<file path="config.mk">
export PLATFORM = sky130hd
export DESIGN_NAME = multdiv_ctrl
export DESIGN_NICKNAME = d
export VERILOG_FILES = /design/src/rtl/multdiv_ctrl.sv
export SDC_FILE = /design/constraint.sdc
export NUM_CORES = 1
export LEC_CHECK = 0
export ABC_AREA = 1
export BUFFER_PORTS_ARGS = -buffer_cell sky130_fd_sc_hd__buf_2
export CELL_PAD_IN_SITES_DETAIL_PLACEMENT = 1
export CELL_PAD_IN_SITES_GLOBAL_PLACEMENT = 1
export CORE_MARGIN = 5
export CORE_UTILIZATION = 38
export DETAILED_ROUTE_END_ITERATION = 16
export PLACE_DENSITY = 0.83
export SKIP_LAST_GASP = 1
export SLEW_MARGIN = 10
export SYNTH_ARGS = -nofsm -noshare
export SYNTH_HDL_FRONTEND = slang
export SYNTH_SLANG_ARGS = --single-unit
</file>
<file path="constraint.sdc">
create_clock -name clock -period 2 [get_ports clock]
set_input_delay 0.3 -clock clock [delete_from_list [all_inputs] [get_ports clock]]
set_output_delay 0.3 -clock clock [all_outputs]
set_load 0.01 [all_outputs]
</file>
<file path="src/rtl/multdiv_ctrl.sv">
// multdiv_ctrl: sequences radix-2 Booth multiply and signed restoring divide
// through one shared external 33-bit adder, one iteration per cycle.
module multdiv_ctrl #(
  parameter int ITER = 32
) (
  input  logic        clock,
  input  logic        reset_n,
  input  logic        ctrl_MULT,
  input  logic        ctrl_DIV,
  input  logic [31:0] data_operandA,
  input  logic [31:0] data_operandB,
  output logic [31:0] data_result,
  output logic        data_exception,
  output logic        data_resultRDY,
  output logic        busy,
  output logic [32:0] add_a,
  output logic [32:0] add_b,
  output logic        add_cin,
  input  logic [32:0] add_sum
);
  typedef enum logic [2:0] {IDLE, MULT, NEG_A, NEG_B, DIV, FIX, DONE} state_t;
  state_t      r_state, w_nxt;
  logic [32:0] r_hi, r_m;
  logic [31:0] r_lo, r_result;
  logic [5:0]  r_cnt;
  logic        r_qb, r_sa, r_sb, r_exc, r_busy;
  logic        w_go_m, w_go_d, w_dz, w_last, w_neg;
  logic [31:0] w_plo;
  logic [32:0] w_phi;
  assign w_go_m = ctrl_MULT;
  assign w_go_d = ctrl_DIV & ~ctrl_MULT;
  assign w_dz   = w_go_d & (data_operandB == 32'd0);
  assign w_last = r_cnt == 6'(ITER - 1);
  assign w_neg  = r_sa ^ r_sb;
  // product after the final Booth shift, needed on the edge that enters DONE
  assign w_plo  = {add_sum[0], r_lo[31:1]};
  assign w_phi  = {add_sum[32], add_sum[32:1]};
  always_ff @(posedge clock) begin
    if (!reset_n) begin
      r_state <= IDLE;
      r_busy  <= 1'b0;
    end else begin
      r_state <= w_nxt;
      r_busy  <= (w_nxt != IDLE) & ~w_dz;
    end
  end
  always_comb begin
    w_nxt = IDLE;
    case (r_state)
      MULT:    w_nxt = w_last ? DONE : MULT;
      NEG_A:   w_nxt = NEG_B;
      NEG_B:   w_nxt = DIV;
      DIV:     w_nxt = w_last ? FIX : DIV;
      FIX:     w_nxt = DONE;
      default: w_nxt = IDLE;
    endcase
    if (w_go_d) w_nxt = w_dz ? DONE : NEG_A;
    if (w_go_m) w_nxt = MULT;
  end
  always_comb begin
    add_a   = '0;
    add_b   = '0;
    add_cin = 1'b0;
    case (r_state)
      MULT: begin
        add_a   = r_hi;
        add_b   = (r_lo[0] ^ r_qb) ? (r_qb ? r_m : ~r_m) : '0;
        add_cin = r_lo[0] & ~r_qb;
      end
      NEG_A, FIX: begin
        add_a   = {1'b0, ~r_lo};
        add_cin = 1'b1;
      end
      NEG_B: begin
        add_a   = {1'b0, ~r_m[31:0]};
        add_cin = 1'b1;
      end
      DIV: begin
        add_a   = {r_hi[31:0], r_lo[31]};
        add_b   = ~{1'b0, r_m[31:0]};
        add_cin = 1'b1;
      end
      default: ;
    endcase
    data_resultRDY = r_state == DONE;
    busy           = r_busy;
    data_result    = r_result;
    data_exception = r_exc;
  end
  // divide reuses r_hi as remainder, r_lo as dividend/quotient, r_m as |divisor|
  always_ff @(posedge clock) begin
    if (!reset_n) begin
      r_hi     <= '0;
      r_lo     <= '0;
      r_qb     <= 1'b0;
      r_m      <= '0;
      r_sa     <= 1'b0;
      r_sb     <= 1'b0;
      r_cnt    <= '0;
      r_exc    <= 1'b0;
      r_result <= '0;
    end else if (w_go_m | w_go_d) begin
      r_hi  <= '0;
      r_lo  <= data_operandA;
      r_qb  <= 1'b0;
      r_m   <= {data_operandB[31], data_operandB};
      r_sa  <= data_operandA[31];
      r_sb  <= data_operandB[31];
      r_cnt <= '0;
      r_exc <= w_dz;
      if (w_dz) r_result <= '0;
    end else begin
      case (r_state)
        MULT: begin
          {r_hi, r_lo, r_qb} <= {add_sum[32], add_sum, r_lo};
          r_cnt <= w_last ? r_cnt : r_cnt + 6'd1;
          if (w_last) begin
            r_result <= w_plo;
            r_exc    <= w_phi != {33{w_plo[31]}};
          end
        end
        NEG_A: r_lo <= r_sa ? add_sum[31:0] : r_lo;
        NEG_B: r_m <= {1'b0, r_sb ? add_sum[31:0] : r_m[31:0]};
        DIV: begin
          r_hi  <= add_sum[32] ? {r_hi[31:0], r_lo[31]} : add_sum;
          r_lo  <= {r_lo[30:0], ~add_sum[32]};
          r_cnt <= w_last ? r_cnt : r_cnt + 6'd1;
        end
        FIX: begin
          r_result <= w_neg ? add_sum[31:0] : r_lo;
          r_exc    <= ~w_neg & r_lo[31];
        end
        default: ;
      endcase
    end
  end
endmodule

</file>
==> impl_results.md <==
* RR Endpoint: r_lo[17]
* Hold endpoint: r_m[26]
* Finish-stage setup viols at 126
* Residual DRC at 0
* Max IR drop VDD at approximately 0.52 mV
* Cell count of the worst reg-to-reg path at 12
* Setup Crit Path Kind: reg2out
* Setup TNS at -24,020 ps
* Fin. max-slew vios at 0
* FF/Latch Area at between 0.002 and 0.003 mm^2
* Ports at 203
* Design Area, Final at about 0.013 mm^2
* First-pass GRT wire length at roughly 71 mm
* Peak Freq at approximately 420 MHz
* Relative slew margins at 0.486
* Yosys top cell area share at 0.324
* Mapped Area at just under 0.009 mm^2
* Fin cells at roughly 2k
* Pre-Repair DR Iteration Count at 8
* Hold WC Path Type: in2reg
* Max Cap Viol at 0
* Fin Hold WS at 130 ps
* CTS sink count at roughly 140
* Post-route minimum period at 2400 ps
* Die area at about 0.027 mm^2
* Routed vias at roughly 13k
* Util after Layout at 0.548
* Post-synthesis cell count at approximately 1.4k
* Vias in the first global route at around 13k
* Initial antenna violation count at 2
* CTS buffer count at 17
* Distinct cells, synth at 42
* Placed instance count at roughly 1.9k
* Overall power at 8.18 mW
* Register bit total from synthesis at 144
* Power density over cell area at 641 mW/mm^2
* Area of the multi-input gates at roughly 0.0058 mm^2
* Top cells by area, synth: dfxtp_1 32%, o21ai_0 14%, nand2_1 13%
* Most used flip-flop cell after synthesis: dfxtp_1
* Nature of the critical path endpoint: primary output
* Hold Buf Count CTS at 0
* FF-to-FF Start: r_state[1]
* Endpoints failing hold at 0
* Clk_lat worst skew at about 450 ps
* Critical Path Start Type: flip-flop
* Synthesis-to-layout area growth at 43.3%
* Placed cell area at 0.0105 mm^2
* Mapped Nets at about 1.5k
* Worst slew pin tran at just under 800 ps
* TritonCTS clock tree: done
* Pin count of the biggest net entering global routing at just under 100
* Layout Skew at ~12 ps
* Count of flip-flops with a built-in enable after synthesis at 0
* Share of cells above drive strength 1 at 0.303
* Crit Path Max Fanout at 13
* Root Buffer: clkbuf_16
* Starting DRT DRC Count at 1,741
* Post-route setup slack at -402 ps
* Clock-pin slew on the worst setup and hold paths at about 70 ps
* Reg-to-reg slack, setup at -310 ps
* Antenna Nets Post-Route at 0
* Nets at around 1.7k
* Post-DP HPWL at 27.8 mm
* Register area share after synthesis at 0.324
* Final Wtd Congestion at between 0.8 and 0.9
* Mean number of vias per cell at ~6.5
* Routed wire length at about 53 mm
* Synth Warn # at 0
* Leading area contributor after synthesis: dfxtp_1
* Fraction of registers with async set/reset at 0
* Initial Util at 0.383
* RSZ-0062 raised after global routing: true
* Row count at 56
* Worst EP arrival at 2100 ps
* Leakage power figure at between 5 and 6 nW
* Port Buffers at 202
* Die Span X at between 150 and 200 um
* Max clock buf depth at 2
* Core ar. at 0.0233 mm^2
* Violated checks: negative setup slack
* Mean Syn Cell Area at approximately 6.4 um^2
* Worst Hold Launch: data_operandB[26]
* Worst EP required at 1700 ps
* Fillers at around 3k
* WL per Instance at approximately 27 um
* # H-tree levels at 4
* Status: finished, violations left
* Hold path depth at 3
* Final worst-path cycle share at 1.20
* Total gr overflow at 0
* Dpl ws at -12.9 ps
* DIE HEIGHT at between 150 and 200 um
* Gr usage total at 0.340
power by group:
part | internal, mW | total, mW | switching (mW) | leakage [nW]
sequential | 3.02 | 3.23 | 0.205 | 1.19
clock | 1.80 | 3.25 | 1.44 | 0.260
combinational | 0.584 | 1.71 | 1.12 | 4.13
total | 5.41 | 8.18 | 2.77 | 5.57
repair_timing:
action                     CTS  global route
gates cloned                10             7
setup endpoints to repair   67           170
resized for setup          148           157
buffers inserted            36            15
pin swaps                    7            17
cells by family after synthesis:
family / Yosys count / share of synthesized area
muxes: 2 / 0.00225
adders and majority gates: 3 / 0.00422
AOI/OAI and AO/OA: 533 / 0.351
DFF: 144 / 0.324
and+or+nand+nor: 490 / 0.219
buffers and inverters: 229 / 0.100
cell usage after synthesis (all sizes together), types with 9 or more instances:
cell type / count
clkbuf: 75
a21oi: 103
nor3: 9
buf: 34
o21ai: 263
nor2: 146
a311oi: 12
a211o: 17
o2111ai: 15
a31oi: 34
a221oi: 29
dfxtp: 144
nand3: 11
inv: 119
o22ai: 19
nand4: 9
o211ai: 29
nand2: 307
worst max-delay path, stage by stage (launching register included):
cell and delay [ps]:
dfxtp_2 360, inv_4 90, nand2_4 60, nor2_4 120, buf_4 170, buf_6 140
nand3_4 120, buf_12 180, o21ai_0 200, buf_2 190
cells in the final DEF (no fill, tap or decap), types with 11 or more instances in the layout:
cell,instances
o2111ai_1,13
a21oi_1,82
a221oi_1,27
o22ai_1,18
buf_12,22
inv_1,102
o21ai_0,181
o21ai_2,37
nor2_1,140
dfxtp_1,137
buf_4,67
a211o_1,17
a21oi_2,16
clkbuf_16,22
nand2_2,21
nand2_1,273
nand2_4,11
o21ai_1,40
o211ai_1,29
a31oi_1,34
buf_2,196
buf_6,24
cell type report:
cell class                 count  area share
antenna                        2    0.000392
clock buffer                  26      0.0384
clock inverter                 5     0.00432
inverter                     120      0.0391
multi-input combinational   1028       0.456
sequential                   144       0.227
tap                          319      0.0313
timing repair buffer         325       0.204
sequential cells by signal, indices dropped and copies added, names as in the netlist:
| signal | count |
|---|---|
| busy | 1 |
| data_exception | 1 |
| r_sb | 1 |
| r_m | 33 |
| r_sa | 1 |
| r_state | 3 |
| r_lo | 32 |
| r_qb | 1 |
| r_cnt | 6 |
| data_result | 32 |
| r_hi | 33 |
routing by layer:
metal / track usage / wire length (um) / vias up
met5: 0 / 0 / -
met4: 0.239 / 5110 / 0
met3: 0.0709 / 5810 / 395
met2: 0.563 / 23600 / 1066
met1: 0.393 / 18700 / 6075
li1: - / - / 5317
worst max-delay path by stage:
stage | start | to | cells past startpoint
after floorplan | r_qb | add_b[12] | 6
after global placement | data_operandB[19] | data_result[28] | 10
after detailed placement | r_state[1] | add_b[23] | 8
after CTS | r_state[1] | add_b[14] | 11
after global routing | r_state[1] | add_b[20] | 9
final | r_state[1] | add_b[16] | 9
(Power assumes the default switching activity.)
